## src/rtl/sram_wb_cmd_pkg.sv

```systemverilog
// Shared opcodes, response codes and FSM state encoding for the byte-stream
// to Wishbone command master.
package sram_wb_cmd_pkg;

   localparam logic [7:0] OP_WRITE = 8'h57;
   localparam logic [7:0] OP_READ  = 8'h52;
   localparam logic [7:0] RSP_OK   = 8'h4B;
   localparam logic [7:0] RSP_ERR  = 8'h45;

   typedef enum logic [2:0] {
      GET_OP    = 3'd0,
      GET_ADDR  = 3'd1,
      GET_DATA  = 3'd2,
      WB_REQ    = 3'd3,
      RESP      = 3'd4,
      SEND_DATA = 3'd5
   } state_e;

endpackage

```

## src/rtl/sram_wb_cmd_master.sv

```systemverilog
// Byte-stream command decoder issuing single Wishbone reads/writes; all outputs registered,
// one byte per handshake; RX stalls outside command collection, TX bytes held until accepted.
module sram_wb_cmd_master
   import sram_wb_cmd_pkg::*;
#(
   parameter int ADDR_WD = 8,
   parameter int DATA_WD = 32,
   parameter int TIMEOUT = 255
) (
   input  logic                 wb_clk_i,
   input  logic                 wb_rst_i,
   input  logic [7:0]           rx_data_i,
   input  logic                 rx_valid_i,
   output logic                 rx_ready_o,
   output logic [7:0]           tx_data_o,
   output logic                 tx_valid_o,
   input  logic                 tx_ready_i,
   output logic                 wbm_cyc_o,
   output logic                 wbm_stb_o,
   output logic                 wbm_we_o,
   output logic [ADDR_WD-1:0]   wbm_adr_o,
   output logic [DATA_WD-1:0]   wbm_dat_o,
   output logic [DATA_WD/8-1:0] wbm_sel_o,
   input  logic [DATA_WD-1:0]   wbm_dat_i,
   input  logic                 wbm_ack_i,
   output logic                 busy_o,
   output logic                 err_o
);

   localparam int ADDR_BYTES = (ADDR_WD + 7) / 8;
   localparam int DATA_BYTES = DATA_WD / 8;
   localparam int MAX_BYTES  = (ADDR_BYTES > DATA_BYTES) ? ADDR_BYTES : DATA_BYTES;
   localparam int BC_WD      = (MAX_BYTES > 1) ? $clog2(MAX_BYTES + 1) : 1;
   localparam int TMO_WD     = $clog2(TIMEOUT + 1);

   state_e                    state_q, state_d;
   logic [BC_WD-1:0]          byte_cnt_q, byte_cnt_d;
   logic [TMO_WD-1:0]         tmo_q, tmo_d;
   logic [ADDR_BYTES*8-1:0]   addr_q, addr_d;
   logic [DATA_WD-1:0]        wdat_q, wdat_d;
   logic [DATA_WD-1:0]        rdat_q, rdat_d;
   logic                      we_q, we_d;
   logic                      cyc_q, cyc_d;
   logic [7:0]                tx_data_q, tx_data_d;
   logic                      tx_valid_q, tx_valid_d;
   logic                      rx_ready_q, rx_ready_d;
   logic                      busy_q, busy_d;
   logic                      err_q, err_d;

   logic                      rx_fire;
   logic                      tx_fire;
   logic [BC_WD-1:0]          byte_cnt_inc;
   logic [TMO_WD-1:0]         tmo_inc;

   assign rx_fire      = rx_valid_i && rx_ready_q;
   assign tx_fire      = tx_valid_q && tx_ready_i;
   assign byte_cnt_inc = byte_cnt_q + BC_WD'(1);
   assign tmo_inc      = tmo_q + TMO_WD'(1);

   always_comb begin
      state_d    = state_q;
      byte_cnt_d = byte_cnt_q;
      tmo_d      = tmo_q;
      addr_d     = addr_q;
      wdat_d     = wdat_q;
      rdat_d     = rdat_q;
      we_d       = we_q;
      cyc_d      = cyc_q;
      tx_data_d  = tx_data_q;
      tx_valid_d = tx_valid_q;
      err_d      = 1'b0;

      case (state_q)
         GET_OP: begin
            if (rx_fire) begin
               if (rx_data_i == OP_WRITE || rx_data_i == OP_READ) begin
                  we_d       = (rx_data_i == OP_WRITE);
                  byte_cnt_d = '0;
                  state_d    = GET_ADDR;
               end else begin
                  tx_data_d  = RSP_ERR;
                  tx_valid_d = 1'b1;
                  err_d      = 1'b1;
                  state_d    = RESP;
               end
            end
         end

         GET_ADDR: begin
            if (rx_fire) begin
               for (int i = 0; i < ADDR_BYTES; i++) begin
                  if (byte_cnt_q == BC_WD'(i)) addr_d[i*8 +: 8] = rx_data_i;
               end
               if (byte_cnt_q == BC_WD'(ADDR_BYTES - 1)) begin
                  byte_cnt_d = '0;
                  state_d    = we_q ? GET_DATA : WB_REQ;
               end else begin
                  byte_cnt_d = byte_cnt_inc;
               end
            end
         end

         GET_DATA: begin
            if (rx_fire) begin
               for (int i = 0; i < DATA_BYTES; i++) begin
                  if (byte_cnt_q == BC_WD'(i)) wdat_d[i*8 +: 8] = rx_data_i;
               end
               if (byte_cnt_q == BC_WD'(DATA_BYTES - 1)) begin
                  byte_cnt_d = '0;
                  state_d    = WB_REQ;
               end else begin
                  byte_cnt_d = byte_cnt_inc;
               end
            end
         end

         WB_REQ: begin
            // First cycle in WB_REQ only raises the strobe; ack is honoured
            // strictly while our own strobe is up so stale acks never count.
            if (!cyc_q) begin
               cyc_d = 1'b1;
               tmo_d = '0;
            end else if (wbm_ack_i) begin
               cyc_d  = 1'b0;
               tmo_d  = '0;
               rdat_d = wbm_dat_i;
               if (we_q) begin
                  tx_data_d  = RSP_OK;
                  tx_valid_d = 1'b1;
                  state_d    = RESP;
               end else begin
                  tx_data_d  = wbm_dat_i[7:0];
                  tx_valid_d = 1'b1;
                  byte_cnt_d = '0;
                  state_d    = SEND_DATA;
               end
            end else if (tmo_inc == TMO_WD'(TIMEOUT)) begin
               cyc_d      = 1'b0;
               tmo_d      = '0;
               err_d      = 1'b1;
               tx_data_d  = RSP_ERR;
               tx_valid_d = 1'b1;
               state_d    = RESP;
            end else begin
               tmo_d = tmo_inc;
            end
         end

         RESP: begin
            if (tx_fire) begin
               tx_valid_d = 1'b0;
               state_d    = GET_OP;
            end
         end

         SEND_DATA: begin
            if (tx_fire) begin
               if (byte_cnt_q == BC_WD'(DATA_BYTES - 1)) begin
                  byte_cnt_d = '0;
                  tx_valid_d = 1'b0;
                  state_d    = GET_OP;
               end else begin
                  byte_cnt_d = byte_cnt_inc;
                  for (int i = 0; i < DATA_BYTES; i++) begin
                     if (byte_cnt_inc == BC_WD'(i)) tx_data_d = rdat_q[i*8 +: 8];
                  end
               end
            end
         end

         default: begin
            cyc_d      = 1'b0;
            tx_valid_d = 1'b0;
            state_d    = GET_OP;
         end
      endcase

      rx_ready_d = (state_d == GET_OP) || (state_d == GET_ADDR) || (state_d == GET_DATA);
      busy_d     = (state_d != GET_OP);
   end

   always_ff @(posedge wb_clk_i or posedge wb_rst_i) begin
      if (wb_rst_i) begin
         state_q    <= GET_OP;
         byte_cnt_q <= '0;
         tmo_q      <= '0;
         addr_q     <= '0;
         wdat_q     <= '0;
         rdat_q     <= '0;
         we_q       <= 1'b0;
         cyc_q      <= 1'b0;
         tx_data_q  <= '0;
         tx_valid_q <= 1'b0;
         rx_ready_q <= 1'b1;
         busy_q     <= 1'b0;
         err_q      <= 1'b0;
      end else begin
         state_q    <= state_d;
         byte_cnt_q <= byte_cnt_d;
         tmo_q      <= tmo_d;
         addr_q     <= addr_d;
         wdat_q     <= wdat_d;
         rdat_q     <= rdat_d;
         we_q       <= we_d;
         cyc_q      <= cyc_d;
         tx_data_q  <= tx_data_d;
         tx_valid_q <= tx_valid_d;
         rx_ready_q <= rx_ready_d;
         busy_q     <= busy_d;
         err_q      <= err_d;
      end
   end

   assign rx_ready_o = rx_ready_q;
   assign tx_data_o  = tx_data_q;
   assign tx_valid_o = tx_valid_q;
   assign wbm_cyc_o  = cyc_q;
   assign wbm_stb_o  = cyc_q;
   assign wbm_we_o   = we_q;
   assign wbm_adr_o  = addr_q[ADDR_WD-1:0];
   assign wbm_dat_o  = wdat_q;
   assign wbm_sel_o  = '1;
   assign busy_o     = busy_q;
   assign err_o      = err_q;

endmodule

```

## config.mk

```make
export PLATFORM = sky130hd
export DESIGN_NAME = sram_wb_cmd_master
export DESIGN_NICKNAME = d
export VERILOG_FILES = /design/src/rtl/sram_wb_cmd_pkg.sv /design/src/rtl/sram_wb_cmd_master.sv
export SDC_FILE = /design/constraint.sdc
export NUM_CORES = 1
export LEC_CHECK = 0
export ABC_AREA = 1
export CORE_MARGIN = 2
export CORE_UTILIZATION = 51
export DETAILED_ROUTE_END_ITERATION = 8
export PLACE_DENSITY = 0.8
export SLEW_MARGIN = 25
export SYNTH_ARGS = -nofsm -noshare
export SYNTH_HDL_FRONTEND = slang
export SYNTH_SLANG_ARGS = --single-unit
```

## constraint.sdc

```tcl
create_clock -name wb_clk_i -period 5.1 [get_ports wb_clk_i]
set_clock_uncertainty 0.15 [all_clocks]
set_input_delay 1.53 -clock wb_clk_i [delete_from_list [all_inputs] [get_ports wb_clk_i]]
set_output_delay 1.53 -clock wb_clk_i [all_outputs]
set_load 0.1 [all_outputs]
```

After elaboration in Yosys (flattened, before gate mapping)

Cells that the tools add are included.

Flip-flop bits (word level): 100
Bits in latches: 0
RAM bits: 0
ROM bits: 0
Input port bits: 45
Output and inout bits: 59
Logic and storage cells: 134
Memories: 0

$add $sub $neg: 2
$mul: 0
Divide/modulo/power cells: 0
$lt $le $gt $ge: 0
Equality and inequality tests: 30
Shift operators: 0
Multiplexer cells: 61
Bitwise operators: 1
Reductions and logical operators: 24

Operators with widths:

| operator                                                        | count |
|---|---|
| 8-bit two-way mux                                               | 15 |
| 3-bit two-way mux                                               | 22 |
| 2-bit != test, second input constant                            | 12 |
| 8-bit case mux with 3 select lines                              | 1 |
| 3-bit by 2-bit == test with 1-bit output, second input constant | 7 |
| 3-bit AND reduction                                             | 7 |
| 1-bit two-way mux                                               | 18 |
| 3-bit case mux with 6 select lines                              | 1 |
| 8-bit by 7-bit == test with 1-bit output, second input constant | 2 |
| 8-bit AND reduction                                             | 2 |
| 3-bit case mux with 5 select lines                              | 1 |
| 3-bit by 1-bit == test with 1-bit output, second input constant | 4 |
| 3-bit zero test                                                 | 4 |
| 9-bit AND reduction                                             | 1 |
| 8-bit by 1-bit adder with 8-bit output, second input constant   | 1 |
| 8-bit == test, second input constant                            | 1 |
| 3-bit == test, second input constant                            | 2 |
| 3-bit nonzero test                                              | 2 |
| 5-bit != test, second input constant                            | 1 |
| 1-bit case mux with 5 select lines                              | 1 |
| 5-bit nonzero test                                              | 1 |
| 5-bit OR reduction                                              | 1 |
| 1-bit case mux with 2 select lines                              | 2 |
| 3-bit by 1-bit adder with 3-bit output, second input constant   | 1 |
| 5 further kinds                                                 | 8 |

Logic depth before layout (Yosys ltp)

Word-level depth: 9
Depth in mapped cells: 13
Depth with buffers taken out: 13

Least setup slack after synthesis

OpenSTA, ideal clock, no wires.

Path kind: reg2out
From: register cyc_q (netlist: wbm_cyc_o)
To: output port wbm_stb_o
Arrival: 1.399 ns
Required time: 3.420 ns
Setup slack: 2.021 ns
Stages on the path, launching flop included: 2
Buffers on the path: 1
Cell sequence: dfrtp_1 buf_4

RTL lines:

| element                | RTL line                  | RTL |
|---|---|---|
| start, declared        | sram_wb_cmd_master.sv:43  | `logic cyc_q, cyc_d;` |
| start signal, assigned | sram_wb_cmd_master.sv:205 | `cyc_q <= cyc_d;` |
| end, declared          | sram_wb_cmd_master.sv:19  | `output logic wbm_stb_o,` |

No word-level cell between the ends.

Worst setup path after layout

From: register cyc_q (netlist: wbm_cyc_o)
To: output port wbm_stb_o

No word-level cell between the ends.

==> metrics <==
initial antenna violation count=0; Avg WL per Cell=16.2 um; grt ovf=0; family with the most delay on the worst path=buffers and inverters; startpoint of the worst hold path=tx_data_o[2]; P_sw=1.34 mW; largest stage delay on the critical path=1.22 ns; Reg area=2500 um^2; Worst Path Arrival=2.24 ns; DRC Markers=0; status=finished, final reports clean; post-synth cell types=37; vias in the first global route=4168; clock slew at reported path FFs=0.10 ns; Final Setup Violations=0; Final Util=65.8%; clock share of power=18.6%; Critical path origin=wbm_cyc_o; maximum number of pins on one net before global-route repair=83; final hold slack=0.339 ns; CTS Buf Count=9; gr usage total=25.0%; htree depth=3; worst hold-check path type=flop to flop; design area=6050 um^2; core area=9200 um^2; Root Driver=clkbuf_8; Layout area overhead=25.2%; R2R Path Start=byte_cnt_q[0]; I/O pin count=104; Post-CTS Setup Repair Bufs=0; CTS Buffer Depth=2; die area=10300 um^2; Detailed Route Iter0 Violations=316; Comb power frac=46.1%; switching share of power=49.5%; Max transition margin=31.9%; Crit Path Category=flop to primary output; r2r setup slk=2.18 ns; CTS tree=yes; CTS Sinks=100; Routed WL=12.0 mm; RSZ-0062 raised after global routing=false; Final Hold Viols=0; vias=4118; slowest CP cell=clkdlybuf4s50_1; buffers added on ports=99; Seq/Total Area, Yosys=51.8%; max cap viols=0; n_diodes=0; first-pass GRT wire length=20.1 mm; Fillers=733; drt first pass iters=6; Core Rows=35; VDD IR-drop max=0.000520 V; Initial Util=52.6%; Worst-Margin Slew=1.02 ns; CP cell instances=clkdlybuf4s50_1; power density over the cells=448 nW/um^2; Max Slew Vio Count=0; Worst Setup Start Kind=flop; Syn Inst Count=531; Final ANT Viol Nets=0; CP Capture Type=primary output; Setup TNS=0 ns; share of cells above drive strength 1=9.71%; Die Span X=101 um; DP Area=5860 um^2; Buf/Inv on CP=1; Die Y-Extent=101 um; internal power=1.37 mW; Reg power frac=35.3%; Nets=677; Post-Syn Area=4830 um^2; post_cts resized=0; Synth Register Bits=100; DP Wirelength=8.79 mm; Clk Latency, worst-skew pair=0.38 ns; post-layout power=2.71 mW; crit path time final=3.92 ns; f_max=0.255 GHz; Crit path required time=3.42 ns; syn avg cell area=9.10 um^2; CP Max Fanout=13; area of the multi-input gates=2020 um^2; vias per inst=5.57; Syn. warnings=0; cts hold-fix bufs=0; Routability Congestion=0.862; Lkg Pwr=2.96 nW; final period utilization=76.8%
==> cell usage after synthesis, drive strengths merged <==
master  number  area (um^2)
a21oi       12         60.1
a22oi        1         12.5
a31oi        1         6.26
and2         1         6.26
buf         16          103
clkbuf       7         33.8
conb         1         3.75
dfrtp       99         2480
dfstp        1         26.3
ha           9          113
inv         50          188
mux2        28          315
nand2      144          561
nand3       33          210
nand3b       1         7.51
nand4       18          134
nor2        20         95.1
nor3         4         20.0
o21ai       70          350
o21bai       2         22.5
o221ai       1         8.76
o22ai        8         50.1
o31ai        4         30.0
==> worst min-delay path, cell delays in order, from the launching register on <==
cell     delay [ns]
dfrtp_1        0.35
nand2_1        0.05
nand2_1        0.05
==> metrics by stage <==
stage	setup slack, ns	instances
4_1_cts	1.17	739
5_1_grt	1.11	739
3_5_place_dp	1.59	723
2_1_floorplan	0.803	534
3_3_place_gp	1.62	723
6_report	1.18	739
==> power groups by stage <==
stage	clock network, mW	logic (mW)	registers, mW
global placement	0	1.23	0.967
detailed placement	0	1.24	0.974
global route	0.542	1.33	0.970
floorplan	0	0.482	1.44
finish	0.504	1.25	0.958
CTS	0.510	1.24	0.959
==> worst paths after layout <==
check | to | cells after the start
worst min-delay path | tx_data_o[2] | 2
worst max-delay path | wbm_stb_o | 1
min in group asynchronous | rdat_q[20] | 2
worst max register to register | tx_data_o[4] | 11
max in group asynchronous | tx_data_o[2] | 3
worst min register to register | tx_data_o[2] | 2
==> flip-flops by register name, summed over array words and instances (netlist names) <==
name and cells:
wbm_we_o 1, wbm_adr_o 8, state_q 3, err_o 1
wbm_cyc_o 1, rdat_q 32, wbm_dat_o 32, byte_cnt_q 3
tx_data_o 8, tmo_q 8, rx_ready_o 1, busy_o 1
tx_valid_o 1
==> per-layer routing <==
metal | up-vias | global-route usage, % | part of all wire, %
li1 | 1947 | - | -
met1 | 1991 | 32.1 | 42
met2 | 159 | 40.3 | 48
met3 | 21 | 7.94 | 8.0
met4 | 0 | 8.21 | 1.7
met5 | - | 0 | 0
==> cells by family (layout without fill, tap and decap cells) <==
kind of cell             after synthesis  after routing  synth area share [%]
AND/OR/NAND/NOR                      221            221                  21.4
flip-flops                           100            100                  51.8
AO/OA/AOI/OAI                         99             99                  11.2
buffers and inverters                 73            167                  6.70
multiplexers                          28             28                  6.52
adder cells (fa/ha/maj)                9              9                  2.33
other                                  1              4                0.0776
==> final cells by class <==
type | count | area share [%]
repair buffers | 101 | 16.6
clock buffers | 9 | 2.05
well taps | 111 | 2.30
multi-input cells | 361 | 33.3
flip-flops and latches | 100 | 41.4
clock inverters | 7 | 1.12
inverters | 50 | 3.19
==> placed cells by master (no fill, tap or decap), types with 2 or more instances in the layout <==
master	instances
nor2_1	16
o31ai_1	4
nand2_2	5
inv_2	14
clkbuf_8	9
buf_4	2
nand3_2	4
nand3_1	27
ha_1	9
nand4_1	16
nor2_2	2
nand2_1	138
clkdlybuf4s50_1	99
a21oi_1	12
o21ai_1	29
nand3_4	2
conb_1	4
nor3_1	4
o22ai_1	8
inv_6	4
nor2_4	2
dfrtp_1	99
mux2_1	22
o21ai_0	41
mux2_2	6
o21bai_2	2
inv_1	35
(Power assumes the default switching activity.)
